==> src/rtl/regfile_wb_pkg.sv <==
// Shared register-file constants and helpers for the writeback endpoint.
package regfile_wb_pkg;
  localparam int REG_NUM_C  = 32;
  localparam int REG_ADDR_W = 5;
  localparam int REG_DATA_W = 32;

  localparam logic [REG_DATA_W-1:0] ZERO_WORD     = '0;
  localparam logic [REG_ADDR_W-1:0] ZERO_REG      = '0;
  localparam logic                  WRITE_ENABLE  = 1'b1;
  localparam logic                  WRITE_DISABLE = 1'b0;

  typedef logic [REG_ADDR_W-1:0] reg_addr_t;

  function automatic logic wr_fire(input logic wen, input reg_addr_t addr);
    return (wen == WRITE_ENABLE) && (addr != ZERO_REG);
  endfunction
endpackage

==> src/rtl/regfile_wb_scoreboard.sv <==
// Per-register outstanding-write counters driving issue back-pressure and read-port busy flags.
module rf_scoreboard
  import regfile_wb_pkg::*;
#(
  parameter int REG_NUM  = REG_NUM_C,
  parameter int SB_CNT_W = 2
) (
  input  logic                  clk,
  input  logic                  rst,
  input  logic                  issue_valid,
  input  logic [REG_ADDR_W-1:0] issue_rd,
  output logic                  issue_ready,
  input  logic                  flush,
  input  logic                  wb_fire,
  input  logic [REG_ADDR_W-1:0] wb_addr,
  input  logic [REG_ADDR_W-1:0] rs1_addr,
  input  logic [REG_ADDR_W-1:0] rs2_addr,
  output logic                  rs1_busy,
  output logic                  rs2_busy
);
  localparam logic [SB_CNT_W-1:0] CNT_MAX = '1;
  localparam logic [SB_CNT_W-1:0] CNT_ONE = SB_CNT_W'(1);

  logic [SB_CNT_W-1:0] cnt     [REG_NUM];
  logic [SB_CNT_W-1:0] cnt_nxt [REG_NUM];
  logic                issue_fire;

  assign issue_ready = (issue_rd == ZERO_REG) || (cnt[issue_rd] != CNT_MAX);
  assign issue_fire  = issue_valid && issue_ready && (issue_rd != ZERO_REG) && !flush;

  // A retiring write whose count is about to hit zero is already visible through the bypass.
  assign rs1_busy = (cnt[rs1_addr] != '0) &&
                    !(wb_fire && (wb_addr == rs1_addr) && (cnt[rs1_addr] == CNT_ONE));
  assign rs2_busy = (cnt[rs2_addr] != '0) &&
                    !(wb_fire && (wb_addr == rs2_addr) && (cnt[rs2_addr] == CNT_ONE));

  always_comb begin
    for (int r = 0; r < REG_NUM; r++) begin
      cnt_nxt[r] = cnt[r];
      if (flush) begin
        cnt_nxt[r] = '0;
      end else if (issue_fire && (issue_rd == REG_ADDR_W'(r)) &&
                   !(wb_fire && (wb_addr == REG_ADDR_W'(r)))) begin
        cnt_nxt[r] = cnt[r] + 1'b1;
      end else if (wb_fire && (wb_addr == REG_ADDR_W'(r)) &&
                   !(issue_fire && (issue_rd == REG_ADDR_W'(r))) && (cnt[r] != '0)) begin
        cnt_nxt[r] = cnt[r] - 1'b1;
      end
    end
  end

  always_ff @(posedge clk) begin
    if (rst) begin
      for (int r = 0; r < REG_NUM; r++) cnt[r] <= '0;
    end else begin
      cnt <= cnt_nxt;
    end
  end
endmodule

==> src/rtl/regfile_wb.sv <==
// Writeback endpoint: 32x32 register file with pending-write stage, bypassed read ports,
// write scoreboard and a single-cycle debug access port sharing the array write port.
module regfile_wb
  import regfile_wb_pkg::*;
#(
  parameter int REG_NUM  = REG_NUM_C,
  parameter int SB_CNT_W = 2,
  parameter int DATA_W   = REG_DATA_W
) (
  input  logic                  clk,
  input  logic                  rst,
  input  logic                  issue_valid_i,
  input  logic [REG_ADDR_W-1:0] issue_rd_i,
  output logic                  issue_ready_o,
  input  logic                  wb_wen_i,
  input  logic [REG_ADDR_W-1:0] wb_rd_addr_i,
  input  logic [DATA_W-1:0]     wb_rd_data_i,
  input  logic [REG_ADDR_W-1:0] rs1_addr_i,
  output logic [DATA_W-1:0]     rs1_data_o,
  output logic                  rs1_busy_o,
  input  logic [REG_ADDR_W-1:0] rs2_addr_i,
  output logic [DATA_W-1:0]     rs2_data_o,
  output logic                  rs2_busy_o,
  input  logic                  flush_i,
  input  logic                  dbg_req_i,
  input  logic                  dbg_we_i,
  input  logic [REG_ADDR_W-1:0] dbg_addr_i,
  input  logic [DATA_W-1:0]     dbg_wdata_i,
  output logic                  dbg_ack_o,
  output logic [DATA_W-1:0]     dbg_rdata_o
);
  localparam logic DBG_IDLE = 1'b0;
  localparam logic DBG_ACK  = 1'b1;

  logic [DATA_W-1:0]     regs [REG_NUM];
  logic                  wb_fire;
  logic                  pend_v_p1;
  logic [REG_ADDR_W-1:0] pend_addr_p1;
  logic [DATA_W-1:0]     pend_data_p1;
  logic                  dbg_state;
  logic                  dbg_go;
  logic                  dbg_wr;
  logic [DATA_W-1:0]     dbg_rd_val;

  function automatic logic [DATA_W-1:0] port_read(
    input logic [REG_ADDR_W-1:0] addr,
    input logic                  fire,
    input logic [REG_ADDR_W-1:0] fire_addr,
    input logic [DATA_W-1:0]     fire_data,
    input logic                  pv,
    input logic [REG_ADDR_W-1:0] paddr,
    input logic [DATA_W-1:0]     pdata,
    input logic [DATA_W-1:0]     arr
  );
    if (addr == ZERO_REG)                return '0;
    else if (fire && (fire_addr == addr)) return fire_data;
    else if (pv && (paddr == addr))       return pdata;
    else                                  return arr;
  endfunction

  assign wb_fire = wr_fire(wb_wen_i, wb_rd_addr_i);

  always_comb begin
    rs1_data_o = port_read(rs1_addr_i, wb_fire, wb_rd_addr_i, wb_rd_data_i,
                           pend_v_p1, pend_addr_p1, pend_data_p1, regs[rs1_addr_i]);
    rs2_data_o = port_read(rs2_addr_i, wb_fire, wb_rd_addr_i, wb_rd_data_i,
                           pend_v_p1, pend_addr_p1, pend_data_p1, regs[rs2_addr_i]);
    dbg_rd_val = port_read(dbg_addr_i, wb_fire, wb_rd_addr_i, wb_rd_data_i,
                           pend_v_p1, pend_addr_p1, pend_data_p1, regs[dbg_addr_i]);
  end

  // ---- stage p1: pending write, commits to the array one edge after capture ----
  always_ff @(posedge clk) begin
    if (rst) pend_v_p1 <= 1'b0;
    else     pend_v_p1 <= wb_fire;
  end

  always_ff @(posedge clk) begin
    pend_addr_p1 <= wb_rd_addr_i;
    pend_data_p1 <= wb_rd_data_i;
  end

  // Debug writes only proceed when no pending commit owns the write port.
  assign dbg_go = (dbg_state == DBG_IDLE) && dbg_req_i &&
                  ((dbg_we_i == WRITE_DISABLE) || !pend_v_p1);
  assign dbg_wr = dbg_go && (dbg_we_i == WRITE_ENABLE) && (dbg_addr_i != ZERO_REG);

  always_ff @(posedge clk) begin
    if (rst) begin
      for (int i = 0; i < REG_NUM; i++) regs[i] <= ZERO_WORD;
    end else begin
      if (dbg_wr)    regs[dbg_addr_i]   <= dbg_wdata_i;
      if (pend_v_p1) regs[pend_addr_p1] <= pend_data_p1;
    end
  end

  always_ff @(posedge clk) begin
    if (rst) begin
      dbg_state   <= DBG_IDLE;
      dbg_rdata_o <= ZERO_WORD;
    end else begin
      case (dbg_state)
        DBG_IDLE: begin
          if (dbg_go) begin
            dbg_state <= DBG_ACK;
            if (dbg_we_i == WRITE_DISABLE) dbg_rdata_o <= dbg_rd_val;
          end
        end
        default: dbg_state <= DBG_IDLE;
      endcase
    end
  end

  assign dbg_ack_o = (dbg_state == DBG_ACK);

  rf_scoreboard #(
    .REG_NUM (REG_NUM),
    .SB_CNT_W(SB_CNT_W)
  ) u_sb (
    .clk        (clk),
    .rst        (rst),
    .issue_valid(issue_valid_i),
    .issue_rd   (issue_rd_i),
    .issue_ready(issue_ready_o),
    .flush      (flush_i),
    .wb_fire    (wb_fire),
    .wb_addr    (wb_rd_addr_i),
    .rs1_addr   (rs1_addr_i),
    .rs2_addr   (rs2_addr_i),
    .rs1_busy   (rs1_busy_o),
    .rs2_busy   (rs2_busy_o)
  );
endmodule

==> config.mk <==
export PLATFORM = sky130hd
export DESIGN_NAME = regfile_wb
export DESIGN_NICKNAME = d
export VERILOG_FILES = /design/src/rtl/regfile_wb_pkg.sv /design/src/rtl/regfile_wb_scoreboard.sv /design/src/rtl/regfile_wb.sv
export SDC_FILE = /design/constraint.sdc
export NUM_CORES = 2
export LEC_CHECK = 0
export BUFFER_PORTS_ARGS = -buffer_cell sky130_fd_sc_hd__clkbuf_2
export CAP_MARGIN = 20
export CORE_AREA = 2 2 486 488
export DETAILED_ROUTE_END_ITERATION = 10
export DIE_AREA = 0 0 488 490
export PLACE_DENSITY = 0.57
export SETUP_SLACK_MARGIN = 0.3
export SLEW_MARGIN = 20
export SYNTH_ARGS = -nofsm -noshare
export SYNTH_HDL_FRONTEND = slang
export SYNTH_SLANG_ARGS = --single-unit
==> constraint.sdc <==
create_clock -name clk -period 3.75 [get_ports clk]
set_clock_uncertainty 0.15 [all_clocks]
set_input_delay 0.75 -clock clk [delete_from_list [all_inputs] [get_ports clk]]
set_output_delay 0.75 -clock clk [all_outputs]
set_load 0.02 [all_outputs]
After elaboration in Yosys (flattened, before gate mapping)

Memories as Yosys holds them, arrays and structs flattened.
Cells that the tools add are included.

Bits in registers: 135
Memory bits (read-only): 0
Input bits: 96
Latch bits: 0
Output and inout port bits: 100
Memories: 1
Bits in writable memories: 1,024
Logic and storage cells: 605

Reductions and logical operators: 327
Shift operators: 0
Add/sub/neg operators: 64
Muxes and demuxes: 97
Div/mod/pow operators: 0
$mul: 0
Order comparisons: 3
Equality and inequality tests: 71
Bitwise operators: 5

Memory list:

| memory | depth | bits a word | read ports | clocked after memory_dff | write ports | line             | source |
|---|---|---|---|---|---|---|---|
| regs   | 32    | 32          | 3          | 0                        | 32          | regfile_wb.sv:35 | `logic [DATA_W-1:0] regs [REG_NUM];` |

Operators with widths:

| cell                  | count |
|---|---|
| $mux W32              | 11 |
| $logic_and A1 B1 Y1   | 178 |
| $eq A5 B5 Y1 const B  | 32 |
| $mux W2               | 70 |
| $reduce_bool A2 Y1    | 66 |
| $eq A5 B4 Y1 const B  | 16 |
| $logic_not A1 Y1      | 68 |
| $add A2 B1 Y2 const B | 32 |
| $reduce_or A32 Y1     | 2 |
| $sub A2 B1 Y2 const B | 32 |
| $eq A5 B3 Y1 const B  | 8 |
| $bmux W2 S5           | 3 |
| $eq A5 B5 Y1          | 6 |
| $logic_not A5 Y1      | 5 |
| $eq A5 B2 Y1 const B  | 4 |
| $ge A6 B6 Y1 const B  | 3 |
| $not A5 Y6            | 3 |
| $reduce_bool A5 Y1    | 3 |
| $mux W1               | 11 |
| $eq A5 B1 Y1 const B  | 2 |
| $mux W5               | 2 |
| $eq A2 B1 Y1 const B  | 2 |
| $reduce_or A2 Y1      | 2 |
| $reduce_and A3 Y1     | 1 |
| 3 further kinds       | 5 |

Longest topological paths before layout

Depth in word-level cells: 15
Mapped depth: 10

Modules after synthesis

Synthesis repeated with hierarchy kept, for this count alone.

Cells, all modules: 5,803
Area total of the unflattened synthesis: 69,212.6 um^2

By module, submodules not included:

| module        | times used | seq. area each (um^2) | area an instance (um^2) | cells each |
|---|---|---|---|---|
| regfile_wb    | 1          | 32,170.9              | 64,117.7                | 5,215 |
| rf_scoreboard | 1          | 1,281.2               | 5,094.9                 | 588 |

Worst setup path before layout

No wires, ideal clock.

Path kind: input-to-output
Start point: input rs1_addr_i[0]
End point: output rs1_data_o[21]
Setup slack: -0.068 ns
Data arrival time: 2.918 ns
Buffers on the path: 4
Required time: 2.850 ns
Cell stages on the path: 9
Cells stage by stage: clkbuf_1 > buf_2 > buf_2 > buf_2 > mux4_2 > mux2i_1 > a211oi_1 > a2111oi_0 > nor2_1

Word-level cells in the longest chain between the ends: 5

Ends and longest elaborated chain:

| element                                                 | line             | source |
|---|---|---|
| start: declaration                                      | regfile_wb.sv:18 | `input logic [REG_ADDR_W-1:0] rs1_addr_i,` |
| branches (longest 4 deep; another with $mem_v2 Z32 W32) | n/a              |  |
| $mux W32 *                                              | regfile_wb.sv:55 | `if (addr == ZERO_REG) return '0;` |
| end: declaration                                        | regfile_wb.sv:19 | `output logic [DATA_W-1:0] rs1_data_o,` |

Every way passes the cells marked *.

Final worst setup path

Start point: register pend_addr_p1[4]
End point: output rs1_data_o[25]

Word-level cells in the longest chain between the ends: 5

Ends and longest elaborated chain:

| element                  | line             | source |
|---|---|---|
| start: declaration       | regfile_wb.sv:38 | `logic [REG_ADDR_W-1:0] pend_addr_p1;` |
| start signal: assignment | regfile_wb.sv:79 | `pend_addr_p1 <= wb_rd_addr_i;` |
| $eq A5 B5 Y1             | regfile_wb.sv:57 | `else if (pv && (paddr == addr)) return pdata;` |
| $logic_and A1 B1 Y1      | regfile_wb.sv:57 |  |
| $mux W32                 | regfile_wb.sv:57 |  |
| $mux W32                 | regfile_wb.sv:56 | `else if (fire && (fire_addr == addr)) return fire_data;` |
| $mux W32                 | regfile_wb.sv:55 |  |

Every way passes these cells.

==> run metrics <==
status finished with violations; failing checks setup timing; core area about 230000 µm²; share of layout cells above drive strength 1 40.52%; Initial Utilization 29.89%; design area 89420 µm²; Synth Register Bits 1159; Die Ht 490 µm; Synth cell types slightly below 70; die width 488 µm; mux contribution to synthesized area 30.08%; Post-synth top cells nor2_1, edfxtp_1, mux4_2; input/output buffers around 200; Cells after Synth roughly 5500; crit path DAT roughly 3.2 ns; CTS tree built; Final min period 4.087 ns; leakage 0.03173 µW; final std cells w/o fill approximately 9200; CTS sink count approximately 1200; final worst setup slack -0.3372 ns; Placed Area 80000 µm²; ANT nets after route 0; GR Overflow Total 0; crit-path max FO 7; # DRC 0; DP Wirelength 208400 µm; share of flip-flops with an asynchronous set or reset 0%; Worst slew margin 33.97%; vias in the first global route 56261; initial antenna violation count 14; DRT Wirelength approximately 330000 µm; total track usage between 20% and 30%; Critical Path Start Type flop; dpl ws -0.7098 ns; synthesized area 69950 µm²; vias 58945; Main synth FF type edfxtp_1; CTS H-tree lvls 4; CP Class reg -> out; first-pass GRT wire length around 450000 µm; Num CTS Buffers between 100 and 150; Yosys warning count 0; Synth Area in Adders 0%; post-synth top area share 43.96%; Critical Path Sink Type primary output; clk root buf clkbuf_16; CP required 2.85 ns; Synth Area in Compound Gates between 7 and 8%; Die ar. 239100 µm²; row count around 180; largest family of logic cells by synthesized area multiplexers; Max Buffers Root-to-Sink 3; vias per cell 6.377; hold slack 0.04185 ns; RePlAce Congestion 0.9378; worst slew pin tran 0.9905 ns; Synth area leaders edfxtp_1, mux4_2, nor2_1; Hold Path Class in -> reg; Starting DRT DRC Count 10184; drt first pass iters 7; Placed Instances 8845; Seq/Total Area, Yosys 47.82%; Max VDD drop 509.4 µV; final hold vios 0; wire length per cell 35.90 µm; post-layout util 38.20%; Setup violations, final 65; Synth Area in XOR/XNOR 0.5008%; Nets ~6100; Mapped Nets 5549; Area Growth Syn to Fin 27.83%; num ports around 200; Avg Cell Area, Syn approximately 13 µm²; number of max-cap violations 0; clk slew on worst S/H paths approximately 0.060 ns; most frequent cell after synthesis nor2_1; Clock Latency Late Sink 0.84 ns; final worst-path cycle share 109.0%; pwr/cell area about 400 nW/µm²; RSZ-0062 raised after global routing yes; largest net degree at the start of global routing 65; number of synthesized flops with an enable pin 1024; Pins Over Slew Limit 0; Synth Area in Simple Gates 10.20%; Synth area leader edfxtp_1; fmax 244.7 MHz
[final timing paths]
path,start,end,slack (ns),cells past startpoint
max,pend_addr_p1[4]$_DFF_P_,rs1_data_o[25],-0.34,11
min,wb_rd_data_i[5],pend_data_p1[5]$_DFF_P_,0.04,1
max reg2reg,dbg_ack_o$_SDFF_PP0_,regs[25][16]$_SDFFCE_PN0P_,0.60,9
min reg2reg,dbg_rdata_o[14]$_SDFFE_PP0P_,dbg_rdata_o[14]$_SDFFE_PP0P_,0.35,1
[final cells by class]
type,count,area (µm²)
Fill cell,21767,144600
Inverter,44,166.4
Clock buffer,178,3681
Timing Repair Buffer,970,10840
Multi-Input combinational cell,3668,36500
Clock inverter,65,802.0
Sequential cell,1159,33470
Antenna cell,9,22.52
Tap cell,3150,3941
[worst max-delay path: stages, from the launching register on]
cell,delay (ns)
dfxtp_4,0.37
xnor2_4,0.17
nand3_2,0.15
buf_6,0.15
o31ai_4,0.24
buf_12,0.17
buf_12,0.16
a211oi_4,0.07
a2111oi_4,0.42
buf_4,0.24
nor2_1,0.05
buf_4,0.16
[cells in the final DEF, fill, tap and decap left out, types with 88 or more instances in the layout]
master	n
nor2_1	1096
edfxtp_1	1024
mux4_2	769
buf_4	470
nand2_1	215
buf_12	187
mux2i_1	178
clkbuf_16	140
mux2_2	131
dfxtp_1	126
clkbuf_2	118
o21ai_0	106
o22ai_1	90
a21oi_1	88
[state kept, by name (all words and copies together), names as in the netlist]
signal / count
dbg_ack_o: 1
pend_data_p1: 32
regs: 1024
u_sb.cnt: 64
pend_v_p1: 1
dbg_rdata_o: 32
pend_addr_p1: 5
[logic make-up (layout without fill, tap and decap cells)]
family | Yosys count | after routing
muxes | 1121 | 1121
DFF | 1159 | 1159
and+or+nand+nor | 1694 | 1694
AOI/OAI and AO/OA | 813 | 813
buffers and inverters | 626 | 1257
other | 0 | 9
xor gates and xnor gates | 40 | 40
[routing by layer]
layer | GRT usage [%] | wire (µm) | up-vias
li1 | - | - | 22361
met1 | 34.19 | 114000 | 29979
met5 | 0 | 319 | -
met3 | 8.856 | 49770 | 1074
met4 | 18.16 | 26040 | 14
met2 | 38.61 | 141600 | 5517
[report_power, final]
group	switching (µW)	leakage, µW	internal [µW]
clock	5860	0.00217	7870
sequential	467	0.0115	14500
combinational	3860	0.0181	3100
[through the flow]
step	TNS, ns	power (µW)
floorplan	0	18430
global placement	-17.34	21100
detailed placement	-16.46	21170
CTS	-10.07	35230
global route	-13.10	36350
finish	-10.62	35710
[what timing repair did]
action                                  in CTS  in global routing
hold endpoints to repair                    26                  0
endpoints found under the setup margin      67                 67
cloned                                      20                  4
hold buffers                                26                  0
buffers inserted                            54                 42
gates resized for setup                    415                247
pin swaps                                   82                 72
(Power assumes the default switching activity.)
